**src/rtl/clfsr_gen.sv**
```systemverilog
// clfsr_gen: chaotic LFSR random-word generator.
// A Fibonacci LFSR bit is XORed with a fixed-point logistic-map bit, and the
// result is packed LSB-first into OUT_W-bit words on a valid/ready stream.
// Degenerate map states and a locked LFSR are detected and recovered.
// Optional feature macro: CLFSR_VN_WHITEN_EN adds a von Neumann corrector
// between the raw bit and the word shifter.
module clfsr_gen #(
    parameter int unsigned       LFSR_W    = 16,
    parameter logic [LFSR_W-1:0] TAPS      = 16'hB400,
    parameter int unsigned       MAP_W     = 16,
    parameter int unsigned       OUT_W     = 8,
    parameter logic [LFSR_W-1:0] LFSR_SEED = 16'h0001,
    parameter logic [MAP_W-1:0]  MAP_SEED  = 16'h2A5D
) (
    input  logic              clk,
    input  logic              rst_n,
    input  logic              en,
    input  logic              seed_load,
    input  logic [LFSR_W-1:0] seed_lfsr,
    input  logic [MAP_W-1:0]  seed_map,
    output logic              out_valid,
    input  logic              out_ready,
    output logic [OUT_W-1:0]  out_data,
    output logic [7:0]        degen_cnt
);

    localparam int unsigned       CNT_W     = (OUT_W > 1) ? $clog2(OUT_W) : 1;
    localparam logic [CNT_W-1:0]  LAST_CNT  = CNT_W'(OUT_W - 1);
    localparam logic [CNT_W-1:0]  CNT_ONE   = CNT_W'(1'b1);
    localparam logic [MAP_W-1:0]  MAP_ONE   = {1'b0, {(MAP_W-1){1'b1}}};
    localparam logic [LFSR_W-1:0] LFSR_ONE  = {{(LFSR_W-1){1'b0}}, 1'b1};

    typedef enum logic [0:0] {ST_FILL = 1'b0, ST_HOLD = 1'b1} state_t;

    // Even parity of a tap-masked LFSR vector gives the feedback bit.
    function automatic logic parity_f(input logic [LFSR_W-1:0] v);
        parity_f = ^v;
    endfunction

    state_t              state_r, state_n;
    logic [LFSR_W-1:0]   lfsr_r, lfsr_n;
    logic [MAP_W-1:0]    x_r, x_n;
    logic [CNT_W-1:0]    bit_cnt_r, bit_cnt_n;
    logic [OUT_W-1:0]    word_r, word_n;
    logic                valid_n;
    logic [OUT_W-1:0]    data_n;
    logic [7:0]          degen_n;

    // Generator datapath for one step.
    logic                fb_s;
    logic [LFSR_W-1:0]   lfsr_shift_s, lfsr_step_s;
    logic [MAP_W-1:0]    diff_s, x_next_s, x_fallback_s, x_step_s;
    logic [2*MAP_W-1:0]  prod_s, prod_sh_s;
    logic                chaos_s, raw_s, degen_s;
    logic [LFSR_W-1:0]   seed_lfsr_s;
    logic [MAP_W-1:0]    seed_x_s;
    logic                emit_s, emit_bit_s;
    logic                unused_s;

    assign fb_s         = parity_f(lfsr_r & TAPS);
    assign lfsr_shift_s = {lfsr_r[LFSR_W-2:0], fb_s};
    assign lfsr_step_s  = (lfsr_shift_s == {LFSR_W{1'b0}}) ? LFSR_ONE : lfsr_shift_s;

    // Logistic map x*(1-x)*4 in Q1.(MAP_W-1); the <<2 supplies the factor 4.
    assign diff_s       = MAP_ONE - x_r;
    assign prod_s       = {{MAP_W{1'b0}}, x_r} * {{MAP_W{1'b0}}, diff_s};
    assign prod_sh_s    = prod_s << 2;
    assign x_next_s     = prod_sh_s[2*MAP_W-2:MAP_W-1];
    assign chaos_s      = x_next_s[MAP_W-2];
    assign raw_s        = lfsr_r[0] ^ chaos_s;

    // A zero or fixed-point map state is reseeded from the LFSR low bits.
    assign degen_s      = (x_next_s == {MAP_W{1'b0}}) || (x_next_s == x_r);
    assign x_fallback_s = (lfsr_r[MAP_W-2:0] == {(MAP_W-1){1'b0}}) ? MAP_SEED
                                                                   : {1'b0, lfsr_r[MAP_W-2:0]};
    assign x_step_s     = degen_s ? x_fallback_s : x_next_s;

    assign seed_lfsr_s  = (seed_lfsr == {LFSR_W{1'b0}}) ? LFSR_ONE : seed_lfsr;
    assign seed_x_s     = (seed_map[MAP_W-2:0] == {(MAP_W-1){1'b0}}) ? MAP_SEED
                                                                     : {1'b0, seed_map[MAP_W-2:0]};

    assign unused_s     = ^{prod_sh_s[2*MAP_W-1], prod_sh_s[MAP_W-2:0], seed_map[MAP_W-1]};

`ifdef CLFSR_VN_WHITEN_EN
    logic vn_phase_r;
    logic vn_first_r;

    // Pair tracker for the von Neumann corrector; restarts on seeding and refill.
    always_ff @(posedge clk or negedge rst_n) begin
        if (!rst_n) begin
            vn_phase_r <= 1'b0;
            vn_first_r <= 1'b0;
        end else if (seed_load) begin
            vn_phase_r <= 1'b0;
        end else if ((state_r == ST_FILL) && en) begin
            vn_phase_r <= ~vn_phase_r;
            vn_first_r <= raw_s;
        end else if ((state_r == ST_HOLD) && out_valid && out_ready) begin
            vn_phase_r <= 1'b0;
        end else begin
            vn_phase_r <= vn_phase_r;
        end
    end

    // Pairs 01 and 10 emit their first bit; 00 and 11 are dropped.
    assign emit_s     = vn_phase_r && (vn_first_r != raw_s);
    assign emit_bit_s = vn_first_r;
`else
    assign emit_s     = 1'b1;
    assign emit_bit_s = raw_s;
`endif

    // Next-state logic: seeding first, then FILL stepping or HOLD handshake.
    always_comb begin
        state_n   = state_r;
        lfsr_n    = lfsr_r;
        x_n       = x_r;
        bit_cnt_n = bit_cnt_r;
        word_n    = word_r;
        valid_n   = out_valid;
        data_n    = out_data;
        degen_n   = degen_cnt;
        if (seed_load) begin
            lfsr_n    = seed_lfsr_s;
            x_n       = seed_x_s;
            bit_cnt_n = {CNT_W{1'b0}};
            state_n   = ST_FILL;
            valid_n   = 1'b0;
        end else begin
            case (state_r)
                ST_FILL: begin
                    if (en) begin
                        lfsr_n = lfsr_step_s;
                        x_n    = x_step_s;
                        if (degen_s && (degen_cnt != 8'hFF)) begin
                            degen_n = degen_cnt + 8'd1;
                        end else begin
                            degen_n = degen_cnt;
                        end
                        if (emit_s) begin
                            word_n[bit_cnt_r] = emit_bit_s;
                            if (bit_cnt_r == LAST_CNT) begin
                                data_n    = word_n;
                                valid_n   = 1'b1;
                                state_n   = ST_HOLD;
                                bit_cnt_n = {CNT_W{1'b0}};
                            end else begin
                                bit_cnt_n = bit_cnt_r + CNT_ONE;
                            end
                        end else begin
                            bit_cnt_n = bit_cnt_r;
                        end
                    end else begin
                        state_n = ST_FILL;
                    end
                end
                ST_HOLD: begin
                    if (out_valid && out_ready) begin
                        valid_n   = 1'b0;
                        bit_cnt_n = {CNT_W{1'b0}};
                        state_n   = ST_FILL;
                    end else begin
                        state_n = ST_HOLD;
                    end
                end
                default: begin
                    state_n = ST_FILL;
                end
            endcase
        end
    end

    // State and output registers.
    always_ff @(posedge clk or negedge rst_n) begin
        if (!rst_n) begin
            state_r   <= ST_FILL;
            lfsr_r    <= LFSR_SEED;
            x_r       <= MAP_SEED;
            bit_cnt_r <= {CNT_W{1'b0}};
            word_r    <= {OUT_W{1'b0}};
            out_valid <= 1'b0;
            out_data  <= {OUT_W{1'b0}};
            degen_cnt <= 8'd0;
        end else begin
            state_r   <= state_n;
            lfsr_r    <= lfsr_n;
            x_r       <= x_n;
            bit_cnt_r <= bit_cnt_n;
            word_r    <= word_n;
            out_valid <= valid_n;
            out_data  <= data_n;
            degen_cnt <= degen_n;
        end
    end

endmodule

```
**config.mk**
```make
export PLATFORM = sky130hd
export DESIGN_NAME = clfsr_gen
export DESIGN_NICKNAME = d
export VERILOG_FILES = /design/src/rtl/clfsr_gen.sv
export SDC_FILE = /design/constraint.sdc
export NUM_CORES = 1
export LEC_CHECK = 0
export BUFFER_PORTS_ARGS = -buffer_cell sky130_fd_sc_hd__buf_2
export CORE_MARGIN = 5
export CORE_UTILIZATION = 54
export CTS_CLUSTER_DIAMETER = 50
export DETAILED_ROUTE_END_ITERATION = 8
export GPL_TIMING_DRIVEN = 0
export MAX_ROUTING_LAYER = met4
export PLACE_DENSITY = 0.8
export RECOVER_POWER = 25
export SKIP_CTS_REPAIR_TIMING = 1
export SLEW_MARGIN = 20
export SYNTH_ARGS = -nofsm -noshare
export SYNTH_HDL_FRONTEND = slang
export SYNTH_SLANG_ARGS = --single-unit
```
**constraint.sdc**
```tcl
create_clock -name clk -period 9.8 [get_ports clk]
set_input_delay 1.96 -clock clk [delete_from_list [all_inputs] [get_ports clk]]
set_output_delay 1.96 -clock clk [all_outputs]
set_load 0.1 [all_outputs]
```
---- After elaboration in Yosys (flattened, before gate mapping) ----
Cells that the tools add are included.
word-level totals
  bits in registers ....................... 61
  logic and storage cells ................. 70
cells by class
  bitwise operators ....................... 3
  mux-type cells .......................... 29
  eq/ne operators ......................... 7
  $lt $le $gt $ge ......................... 2
  multipliers ............................. 1
  add/sub/neg operators ................... 3
  reduce and logical (&&, ||, !) cells .... 17
operators by type and width
  operator                  count
  $mux W16                  9
  $logic_not A16 Y1         3
  $logic_not A15 Y1         2
  $mux W15                  2
  $mul A16 B16 Y29          1
  $eq A16 B16 Y1            1
  $reduce_xor A16 Y1        1
  $sub A15 B16 Y16 const A  1
  $mux W3                   4
  $mux W1                   9
  $add A8 B1 Y8 const B     1
  $bwmux W8                 1
  $ne A8 B8 Y1 const B      1
  $reduce_and A4 Y1         2
  $ne A3 B3 Y1 const B      2
  $pmux W3 S2               1
  $reduce_and A3 Y1         2
  $lt A3 B4 Y1 const B      1
  $pmux W1 S2               2
  $reduce_and A2 Y1         2
  $add A3 B1 Y3 const B     1
  $demux W1 S3              1
  $eq A3 B3 Y1 const B      1
  $ge A3 B1 Y1 const B      1
  other kinds (7)           10

---- Logic depth before layout (Yosys ltp) ----
Gate-level depths: netlist of the first run.
  word-level depth ........................ 8
  gate-level depth with buffers ........... 29
  gate-level depth less buffers ........... 25

---- Least setup slack after synthesis of the first run ----
Ideal clock, no wire load.
  path type ............................... flip-flop to flip-flop
  start ................................... register x_r[4]
  end ..................................... register x_r[11]
  cell stages (with the launch flop) ...... 27
  data arrival time ....................... 7059 ps
  slack ................................... 2662 ps
  required time ........................... 9721 ps
  path buffers ............................ 3
  path through ............................ dfstp_2 > clkbuf_1 > clkbuf_1 > nor2_1 > fa_1 > inv_1 > fa_1 > inv_1 > fa_1 > fa_1 > fa_1 > inv_1 > fa_1 > inv_1 > ha_1 > buf_6 > a21oi_4 > o21ai_1 > a221o_1 > a211o_1 > xnor2_1 > nand2_1 > nor4_1 > nand4b_4 > nand2_4 > mux2_2 > o21ai_0
on the way
  longest elaborated chain between the ends .. 8
RTL lines
  element                                              line  source
  from (decl)                                          42    logic [MAP_W-1:0] x_r, x_n;
  from (signal assigned)                               187   x_r <= x_n;
  $sub A15 B16 Y16                                     65    assign diff_s = MAP_ONE - x_r;
  $mul A16 B16 Y29                                     66    assign prod_s = {{MAP_W{1'b0}}, x_r} * {{MAP_W{1'b0}}, diff_s};
  $eq A16 B16 Y1 or $logic_not A16 Y1 (tied branches)  73    assign degen_s = (x_next_s == {MAP_W{1'b0}}) || (x_next_s == x_r);
  $logic_or A1 B1 Y1                                   73
  $mux W16 (*)                                         76    assign x_step_s = degen_s ? x_fallback_s : x_next_s;
  $mux W16 (*)                                         132   if (en) begin
  $mux W16 (*)                                         130   case (state_r)
  $mux W16 (*)                                         123   if (seed_load) begin
Mark *: on every way between the ends. The rest lies on a longest branch, timed or not. The select of a mux whose other input is x is not followed.
A chain may end at the register's enable or synchronous reset.

---- Worst setup path in the final report of the first run ----
  start ................................... register x_r[8]
  end ..................................... register x_r[11]
The elaborated chain is that of the path after synthesis.

==> results.cfg, run 1 <==
[worst_setup_path]
crit_fanout = 10
crit_path_end_kind = flop
cp.arrival_ns = 9.02
crit_top_cell = fa_1
crit_type = reg2reg
cp_data_required_time_ns = 10.03
slowest_delay_ns = 0.60
worstPathBufferInverterCount = 7
cp_top_family = adder cells
slowest_stage = fa_1
startpoint_type = flop

[routing]
drt_first_pass_iters = 5
antenna_left = 0
wl_um = 31820
drc = 0
wire_per_inst_um = 18.82
vias = 9911
drt_iter0_markers = 837
routed_via_density = 5.861

[synth]
syn_area_per_cell_sq_um = 8.575
yosys_warnings = 0
ys_async_sr_fraction = 1.000
yosys.cell_types.count = 72
synth_cells = 1349
synth_edf_count = 0
yosysSeqAreaShare = 0.1329
netlist_area_sq_um = 11570
syn_nets = 1676
synth-seq-cells = 61
synthFlopType = dfrtp_1

[cts]
clk_path_buf_depth = 2
clk_pin_slew_ns = 0.06
cts-root-buf = clkbuf_16
insertion_delay_ns = 0.33
cts_tree = built
cts_buffers = 9
numClockSinks = 61
cts_max_level = 3

[placed_design]
place_area_sq_um = 12170
dp.final_hpwl_um = 25640
routabilityCongestion = 0.9883
io_buffers = 51
place_ws_ns = 1.219

[cells_and_area]
regArea_sq_um = 1538
area_growth_pct = 7.593
antenna_cells = 0
fillCellCount = 1852
final_layout_size_suffix_gt1_frac = 0.08263
multiInputGateArea_sq_um = 8866
fin_nets = 1738
final_area_sq_um = 12450

[timing]
worst_slew_pin_slew_ns = 3.361
clock_skew_ns = 0.006140
min_period_over_period = 0.8971
worst_slack_ns = 1.008
rsz0062_at_grt = false
period_needed_ns = 8.792
clock.fmax_mhz = 113.7
timing.setup.tns_ns = 0
hold_viol = 0
drv_slew = 62
finalSetupViolCount = 0
holdWs_ns = 0.4858
max_slew_margin = -1.241

[global_routing]
grt_pass1_wl_um = 52160
overflow = 0
grt_max_degree = 62
antenna_found_initial = 0
grt_pass1_vias = 10380
grtUsageTotal = 0.2751

[die]
die_w_um = 156.4
rows = 53
num_io_pins = 54
die-area_sq_um = 24450
die_h_um = 156.4
start_util = 0.5485
core-area_sq_um = 21090

[outcome]
status = complete, but fails checks
violations = capacitance limit, slew limit

[hold_path]
worstHoldPathType = reg2reg

[job]
max_cap_viol_count = 1
worst register-to-register path, cell delays in order (launching register included):
cell and delay, ns:
dfrtp_1 0.40, clkbuf_1 0.35, inv_1 0.50, buf_1 0.58, nand2_1 0.18, fa_1 0.54, inv_1 0.05, fa_1 0.49
fa_1 0.60, fa_1 0.48, fa_1 0.51, inv_1 0.05, fa_1 0.48, inv_1 0.04, ha_1 0.28, buf_2 0.24
nand2_1 0.13, o21ai_1 0.34, nor2_1 0.08, mux2_2 0.27, nor4_1 0.36, nand4_1 0.17, nor4_1 0.51, nand4b_4 0.28
nand2_4 0.23, mux2_2 0.35, o21ai_0 0.22
cell usage in the layout, fill, tap and decap left out, types with 8 or more instances in the layout:
cell type	netlist	layout
a21oi_1	55	55
and2_1	13	13
buf_2	3	53
clkbuf_1	51	54
clkbuf_16	0	9
dfrtp_1	52	52
dfstp_2	9	9
fa_1	174	174
ha_1	116	116
inv_1	221	221
mux2_2	15	15
mux2i_1	15	15
nand2_1	186	186
nand2b_1	15	15
nand3_1	16	16
nand4_1	10	10
nor2_1	122	122
nor2b_1	22	22
nor3_1	13	13
nor4_1	13	13
o21ai_0	60	60
xnor2_1	39	39
xor2_1	8	8
per-layer routing:
| metal | global-route usage | part of all wire | vias up |
|---|---|---|---|
| met5 | - | 0 | - |
| met4 | 0.09174 | 0.037 | 0 |
| met3 | 0.03761 | 0.098 | 109 |
| met2 | 0.4485 | 0.48 | 605 |
| met1 | 0.3563 | 0.39 | 4777 |
| li1 | - | - | 4420 |
state kept, by name, indices dropped and copies added (netlist names):
name / flops
bit_cnt_r: 3
degen_cnt: 8
lfsr_r: 16
out_data: 8
out_valid: 1
state_r: 1
word_r: 8
x_r: 16
Yosys cell counts, drive strengths merged (5+ instances only):
cell | instances | area share
a211oi | 7 | 0.0050
a21o | 7 | 0.0045
a21oi | 59 | 0.028
a22oi | 5 | 0.0032
a31oi | 6 | 0.0032
and2 | 13 | 0.0070
buf | 16 | 0.0097
clkbuf | 51 | 0.017
clkinv | 6 | 0.0019
dfrtp | 52 | 0.11
dfstp | 9 | 0.020
fa | 174 | 0.30
ha | 116 | 0.13
inv | 223 | 0.072
mux2 | 16 | 0.016
mux2i | 15 | 0.013
nand2 | 188 | 0.062
nand2b | 15 | 0.0081
nand3 | 18 | 0.0087
nand4 | 10 | 0.0054
nor2 | 122 | 0.040
nor2b | 22 | 0.012
nor3 | 13 | 0.0056
nor4 | 13 | 0.0070
o2111ai | 5 | 0.0043
o211ai | 6 | 0.0043
o21ai | 64 | 0.028
o221ai | 7 | 0.0053
o22ai | 5 | 0.0027
xnor2 | 39 | 0.030
xor2 | 8 | 0.0061
cell families (layout without fill, tap and decap cells):
kind of cell    Yosys count  count (layout)  share of synthesized area
compound gates          188             188                     0.1019
xor+xnor                 48              48                    0.03753
fa+ha+maj               290             290                     0.4266
buf+inv                 296             363                     0.1006
flops                    61              61                     0.1329
mux                      31              31                    0.02856
simple gates            435             435                     0.1719
through the flow:
step,instances,util
2_1_floorplan,1349,-
3_3_place_gp,1675,0.5770
3_5_place_dp,1675,0.5771
4_1_cts,1691,0.5904
5_1_grt,1691,0.5902
6_report,1691,0.5902
layout make-up:
| type | instances | area share |
|---|---|---|
| inverter | 229 | 0.06907 |
| multi-input combinational | 992 | 0.7124 |
| timing repair buffer | 51 | 0.02041 |
| clock buffer | 12 | 0.01980 |
| clock inverter | 4 | 0.002714 |
| buffer | 67 | 0.02443 |
| sequential | 61 | 0.1236 |
| tap | 275 | 0.02765 |
worst paths after layout:
check	cells past startpoint	to	slack (ns)	start
setup / recovery	26	x_r[11]	1.01	x_r[8]
max in group asynchronous	1	x_r[1]	5.15	rst_n
min in group asynchronous	1	out_data[4]	2.76	rst_n
hold reg to reg	2	out_data[2]	0.49	out_data[2]
hold / removal	2	out_data[2]	0.49	out_data[2]
setup reg to reg	26	x_r[11]	1.01	x_r[8]
Power of run 1 is left out: the tool's default activity adds up to more than one toggle a clock period on the data nets, which glitch-free logic cannot reach.
==> inputs of run 2 (changes only) <==
--- a/config.mk
+++ b/config.mk
@@ -8,7 +8,8 @@
 export BUFFER_PORTS_ARGS = -buffer_cell sky130_fd_sc_hd__buf_2
 export CORE_MARGIN = 5
 export CORE_UTILIZATION = 54
-export CTS_CLUSTER_DIAMETER = 50
+export CTS_BUF_LIST = sky130_fd_sc_hd__clkbuf_8
+export CTS_CLUSTER_DIAMETER = 100
 export DETAILED_ROUTE_END_ITERATION = 8
 export GPL_TIMING_DRIVEN = 0
 export MAX_ROUTING_LAYER = met4
==> run 2 against run 1 <==
Compared with the run above: the run still ends with capacitance limit, slew limit left; critical path depth did not move; register-to-register slack improved by 0.02 ns; non-clock buffer count did not move.
==> results.cfg, run 2 (synthesized netlist as in run 1, its figures left out) <==
[cells_and_area]
final_layout_size_suffix_gt1_frac = 0.08263
antenna_cells = 0
final_area_sq_um = 12340
final_cell_mix = inv_1, nand2_1, fa_1
regArea_sq_um = 1538
largestRegisters = lfsr_r x16, x_r x16
fin_nets = 1738
final_common_cell = inv_1
fillCellCount = 1867
multiInputGateArea_sq_um = 8866
area_growth_pct = 6.717

[timing]
min_period_over_period = 0.8952
holdWs_ns = 0.4895
timing.setup.tns_ns = 0
drv_slew = 62
clock.fmax_mhz = 114.0
period_needed_ns = 8.773
worst_slew_pin_slew_ns = 3.246
worst_slack_ns = 1.027
finalSetupViolCount = 0
clock_skew_ns = 0.009635
hold_viol = 0
rsz0062_at_grt = false
max_slew_margin = -1.164

[outcome]
status = complete, but fails checks
violations = capacitance limit, slew limit

[worst_setup_path]
crit_fanout = 10
timing.rr.start = x_r[8]
crit_path_end_kind = flop
crit_type = reg2reg
startpoint_type = flop
cp-startpoint = x_r[8]
cp_data_required_time_ns = 10.06
cp.arrival_ns = 9.03

[placed_design]
place_ws_ns = 1.219
dp.final_hpwl_um = 25640
routabilityCongestion = 0.9883
place_area_sq_um = 12170
io_buffers = 51

[hold_path]
worstHoldPathType = reg2reg
hold_start = degen_cnt[5]

[cts]
numClockSinks = 61
cts-root-buf = clkbuf_8
cts_buffers = 9
cts_max_level = 3
clk_path_buf_depth = 2
cts_tree = built
clk_pin_slew_ns = 0.08
insertion_delay_ns = 0.35

[routing]
drt_iter0_markers = 912
routed_via_density = 5.829
vias = 9857
wl_um = 31600
drt_first_pass_iters = 5
wire_per_inst_um = 18.69
drc = 0
antenna_left = 0

[die]
core-area_sq_um = 21090
die_h_um = 156.4
die-area_sq_um = 24450
rows = 53
start_util = 0.5485
die_w_um = 156.4
num_io_pins = 54

[job]
max_cap_viol_count = 1

[global_routing]
grt_pass1_vias = 10320
grt_max_degree = 62
overflow = 0
grtUsageTotal = 0.2746
antenna_found_initial = 0
grt_pass1_wl_um = 52030
-- run 2: area by class of cell --
type	instances	area share
Clock buffer	10	0.01115
Multi-Input combinational cell	992	0.7182
Buffer	67	0.02463
Inverter	229	0.06963
Clock inverter	6	0.003345
Tap cell	275	0.02787
Timing Repair Buffer	51	0.02058
Sequential cell	61	0.1246
-- run 2: worst max-delay path: stages (launching register included) --
cell and delay (ns):
dfrtp_1 0.41, clkbuf_1 0.37, inv_1 0.49, buf_1 0.57, nand2_1 0.17, fa_1 0.54, inv_1 0.05, fa_1 0.49
fa_1 0.60, fa_1 0.48, fa_1 0.51, inv_1 0.05, fa_1 0.48, inv_1 0.04, ha_1 0.28, buf_2 0.24
nand2_1 0.14, o21ai_1 0.34, nor2_1 0.08, mux2_2 0.27, nor4_1 0.35, nand4_1 0.16, nor4_1 0.49, nand4b_4 0.28
nand2_4 0.23, mux2_2 0.34, o21ai_0 0.21
-- run 2: worst paths after layout --
path / endpoint / slack, ns / depth (start not counted)
max: x_r[11] / 1.03 / 26
min: degen_cnt[5] / 0.49 / 1
max reg2reg: x_r[11] / 1.03 / 26
min reg2reg: degen_cnt[5] / 0.49 / 1
max in group asynchronous: lfsr_r[2] / 5.26 / 1
min in group asynchronous: out_data[3] / 2.68 / 1
-- run 2: per-stage QoR --
step | utilization | cells
2_1_floorplan | - | 1349
3_3_place_gp | 0.5770 | 1675
3_5_place_dp | 0.5771 | 1675
4_1_cts | 0.5856 | 1691
5_1_grt | 0.5854 | 1691
6_report | 0.5854 | 1691
-- run 2: layer usage --
layer | wire length, um | GRT usage
met1 | 12420 | 0.3556
met2 | 15070 | 0.4483
met3 | 2940 | 0.03761
met4 | 1175 | 0.09091
met5 | 0 | -
Power of run 2 is left out for the same reason.
